==> src/rtl/alu.sv <==
// Registered ALU selected by MIPS-style R-type function codes.
// Result and ADD/SUB status flags are computed combinationally and captured together on each rising edge.
module alu #(
    parameter int WIDTH = 6
) (
    input  logic             clk,
    input  logic             rst_n,
    input  logic [WIDTH-1:0] Data_A,
    input  logic [WIDTH-1:0] Data_B,
    input  logic [5:0]       Op,
    output logic [WIDTH-1:0] LEDS,
    output logic             Zero,
    output logic             Carry,
    output logic             Overflow
);

    localparam logic [5:0] OP_ADD = 6'b100000;
    localparam logic [5:0] OP_SUB = 6'b100010;
    localparam logic [5:0] OP_AND = 6'b100100;
    localparam logic [5:0] OP_OR  = 6'b100101;
    localparam logic [5:0] OP_XOR = 6'b100110;
    localparam logic [5:0] OP_NOR = 6'b100111;
    localparam logic [5:0] OP_SRL = 6'b000010;
    localparam logic [5:0] OP_SRA = 6'b000011;

    // Returns 1 when every bit of the truncated result is clear.
    function automatic logic is_zero(input logic [WIDTH-1:0] value);
        return ~(|value);
    endfunction

    // Returns 1 for two's-complement overflow, given the sign bits that
    // qualify the operation and the resulting sign.
    function automatic logic signed_ovf(
        input logic sign_a,
        input logic sign_b_eff,
        input logic sign_res
    );
        return (sign_a == sign_b_eff) && (sign_res != sign_a);
    endfunction

    logic [WIDTH:0]   sum_s;
    logic [WIDTH:0]   diff_s;
    logic [WIDTH-1:0] result_s;
    logic             carry_s;
    logic             overflow_s;

    // Extra top bit holds the ADD carry-out and the SUB borrow.
    assign sum_s  = {1'b0, Data_A} + {1'b0, Data_B};
    assign diff_s = {1'b0, Data_A} - {1'b0, Data_B};

    // Operation decode; unknown opcodes yield a zero result with clear flags.
    always_comb begin
        result_s   = {WIDTH{1'b0}};
        carry_s    = 1'b0;
        overflow_s = 1'b0;
        case (Op)
            OP_ADD: begin
                result_s   = sum_s[WIDTH-1:0];
                carry_s    = sum_s[WIDTH];
                overflow_s = signed_ovf(Data_A[WIDTH-1], Data_B[WIDTH-1],
                                        sum_s[WIDTH-1]);
            end
            OP_SUB: begin
                result_s   = diff_s[WIDTH-1:0];
                carry_s    = diff_s[WIDTH];
                // Subtraction overflows when the operand signs differ, i.e.
                // when A and the negated B share a sign.
                overflow_s = signed_ovf(Data_A[WIDTH-1], ~Data_B[WIDTH-1],
                                        diff_s[WIDTH-1]);
            end
            OP_AND: result_s = Data_A & Data_B;
            OP_OR:  result_s = Data_A | Data_B;
            OP_XOR: result_s = Data_A ^ Data_B;
            OP_NOR: result_s = ~(Data_A | Data_B);
            OP_SRL: result_s = Data_A >> Data_B;
            // A signed shift fills with the sign bit, including for amounts >= WIDTH.
            OP_SRA: result_s = $signed(Data_A) >>> Data_B;
            default: begin
                result_s   = {WIDTH{1'b0}};
                carry_s    = 1'b0;
                overflow_s = 1'b0;
            end
        endcase
    end

    // Output registers: result and all flags are captured on the same edge.
    always_ff @(posedge clk or negedge rst_n) begin
        if (!rst_n) begin
            LEDS     <= {WIDTH{1'b0}};
            Zero     <= 1'b0;
            Carry    <= 1'b0;
            Overflow <= 1'b0;
        end else begin
            LEDS     <= result_s;
            Zero     <= is_zero(result_s);
            Carry    <= carry_s;
            Overflow <= overflow_s;
        end
    end

endmodule

==> config.mk <==
export PLATFORM = sky130hd
export DESIGN_NAME = alu
export DESIGN_NICKNAME = d
export VERILOG_FILES = /design/src/rtl/alu.sv
export SDC_FILE = /design/constraint.sdc
export NUM_CORES = 1
export LEC_CHECK = 0
export BUFFER_PORTS_ARGS = -buffer_cell sky130_fd_sc_hd__buf_2
export CAP_MARGIN = 0
export CORE_ASPECT_RATIO = 0.7
export CORE_MARGIN = 2
export CORE_UTILIZATION = 45
export CTS_CLUSTER_SIZE = 14
export DETAILED_ROUTE_END_ITERATION = 16
export GPL_ROUTABILITY_DRIVEN = 1
export GPL_TIMING_DRIVEN = 0
export PLACE_DENSITY = 0.76
export SETUP_SLACK_MARGIN = 0.1
export SYNTH_ARGS = -nofsm -noshare
export SYNTH_HDL_FRONTEND = slang
export SYNTH_SLANG_ARGS = --single-unit
==> constraint.sdc <==
create_clock -name clk -period 0.99 [get_ports clk]
set_input_delay 0.198 -clock clk [delete_from_list [all_inputs] [get_ports clk]]
set_output_delay 0.198 -clock clk [all_outputs]
set_load 0.01 [all_outputs]
==> impl_metrics.toml <==
[synthesis]
synth_top_family_by_area = "compound AO/OA/AOI/OAI gates"
yosysMostFrequentCell = "ha_1"
synth_edf_count = 0
syn_nets = 240
synthArstFlopShare_pct = 100
ys_seq_area_share_pct = 14.2
synth-simple-area-share_pct = 20.9
synth_top_cell_area_share_pct = 14.9
synthTopCellsByArea = "ha_1, dfrtp_1, mux2i_1"
ys_ff_latch = 9
synth_fa_ha_area_share_pct = 17.5
synth_xor_area_share_pct = 1.65
synth_area_per_cell_um2 = 8.00
synth_mux_area_share_pct = 9.91
synth_compound_area_share_pct = 28.0
synth_cell_type_count = 58
synth_top_cell_by_area = "ha_1"
synth_flop_cell = "dfrtp_1"
syn_inst = 199
synth_area_um2 = 1590
synthTopCellsByCount = "ha_1, inv_1, nand2_1"
yosys_warnings = 0

[finish]
antenna_cells = 0
final_cell_area_um2 = 2310
nets = 283
drive_gt1_share_pct = 39.8
stdcell_count = 291
area_delta_synth_final_pct = 44.9
postLayoutCoreUtil_pct = 66.9

[pwr]
p_leak_nw = 1.04
power_density_nw_per_um2 = 744
vdd_drop_max_v = 0.000477

[status]
outcome = "finished, violations left"
failed_checks = "setup timing"

[floorplan]
die_area_um2 = 4040
start_util_pct = 46.2
core_um2 = 3450
die_h_um = 53.8
ios = 29
num_rows = 18
die_w_um = 75.1

[clocking]
cts_buffer_depth = 2
cts_root_buffer = "clkbuf_8"
path_clk_slew_ns = 0.04
cts.sinks = 9
cts_tree = "built"
cts_buffers = 3
h-tree-depth = 1

[worst_setup_path]
crit_type = "in -> reg"
path_max_fanout = 3
critPathSlowestCell = "fa_2"
arrival_ns = 2.00
critPathRequiredTime_ns = 1.12
crit_path_end_kind = "flop"
max_stage_delay_ns = 0.45
cp_cell_sequence = "buf_12 -> inv_12 -> ha_4 -> inv_2 -> fa_2 -> mux2i_1 -> nor4_1 -> a31oi_1 -> nand3_1 -> nand4b_1 -> nor4_2"
critPathLaunchType = "input pin"

[timing]
fin_crit_ns = 1.86
hold_violations = 0
fin_crit_sh_pct = 188
max_freq_ghz = 0.536
setup_viol = 9
hold_slack_ns = 0.349
layout_setup_ws_ns = -0.875
rsz0062_at_grt = "yes"
worst_pin_slew_ns = 0.559
slew_viol_final = 0
maxSlewHeadroom_pct = 61.7

[grt]
grt_max_degree = 11
overflow = 0
antenna_found_initial = 0
grt_pass1_wl_um = 7560
track_usage_pct = 24.8
first_global_vias = 1555

[drt]
first_iter_violations = 144
antenna_left = 0
dr.pass1.iters = 7
wl_per_cell_um = 17.1
vias = 1765
drt-total-wl_um = 4960
drc_errors = 0
avgViaCountPerCell = 6.07

[placement]
dp_cells = 276
gp_routability_congestion = 0.976
placed_cell_area_um2 = 1910
numPortBuffers = 27
dp_hpwl_um = 3620

[flow_run]
max-cap-violations = 0

[hold_path]
holdCritPathClass = "in -> async"
[layer usage]
layer / vias to the layer above / global-route usage [%] / part of all wire [%]
met1: 835 / 35.1 / 46
met3: 6 / 4.87 / 7.4
met2: 86 / 38.7 / 46
met4: 0 / 6.25 / 0.58
met5: - / 0 / 0
li1: 838 / - / -
[registers in the layout, summed over array words and instances, names as in the netlist]
name	cells
Carry	1
LEDS	6
Overflow	1
Zero	1
[cells in the final DEF (no fill, tap or decap), types with 3 or more instances in the layout]
cell	count
o21ai_0	5
o211ai_1	5
inv_1	12
ha_1	13
xnor2_1	3
nand2_1	12
clkbuf_4	4
a21oi_1	6
or3_1	3
nor2_1	9
buf_6	5
a21oi_2	4
a31oi_1	3
clkbuf_8	4
dfrtp_1	9
ha_4	6
buf_4	13
nor3_1	4
nand3_1	6
nor2b_1	7
mux2i_1	9
a21o_1	6
inv_2	5
buf_2	22
[logic make-up after synthesis]
family | after synthesis
simple gates | 59
flops | 9
fa+ha+maj | 21
compound gates | 62
xor+xnor | 3
mux | 13
buf+inv | 32
[report_power, final]
group,switching [W],internal (W)
Combinational,0.000503,0.000412
Clock,0.000126,0.000279
Sequential,0.00000417,0.000393
Total,0.000633,0.00108
[layout make-up]
type                    count  area [µm²]
multi-input cells         158        1480
fillers                   299        1140
repair buffers             38         277
flip-flops and latches      9         225
plain buffers              12         111
inverters                  20         101
well taps                  50        62.6
clock buffers               4        45.0
[how the worst max path moves through the flow]
stage                     slack (ns)  cells after the start  startpoint   end
after detailed placement       -1.38                     10   Data_A[5]  Zero
after global routing           -0.95                     10   Data_B[1]  Zero
after CTS                      -0.84                     10   Data_B[1]  Zero
after floorplan                -0.87                      9   Data_A[0]  Zero
final                          -0.87                     11   Data_A[0]  Zero
after global placement         -1.38                     10   Data_A[5]  Zero
[metrics by stage]
step | TNS, ns | power (W) | worst slack, ns
2_1_floorplan | -5.31 | 0.000895 | -0.872
3_3_place_gp | -9.30 | 0.00111 | -1.38
3_5_place_dp | -9.46 | 0.00112 | -1.38
4_1_cts | -5.26 | 0.00166 | -0.845
5_1_grt | -5.96 | 0.00182 | -0.951
6_report | -5.51 | 0.00172 | -0.875
[critical path: cells and delay by family]
family                   cells  cell delay (ns)
AO/OA/AOI/OAI                1             0.20
adder cells (fa/ha/maj)      2             0.56
buffers and inverters        3             0.20
multiplexers                 1             0.17
AND/OR/NAND/NOR              4             0.66
[what timing repair did]
item | in CTS | in global routing
setup buffers | 9 | 1
resized for setup | 48 | 12
endpoints found under the setup margin | 18 | 18
hold buffers | 1 | 0
endpoints found under the hold margin | 9 | 0
pin swaps | 16 | 9
(Power assumes the default switching activity.)
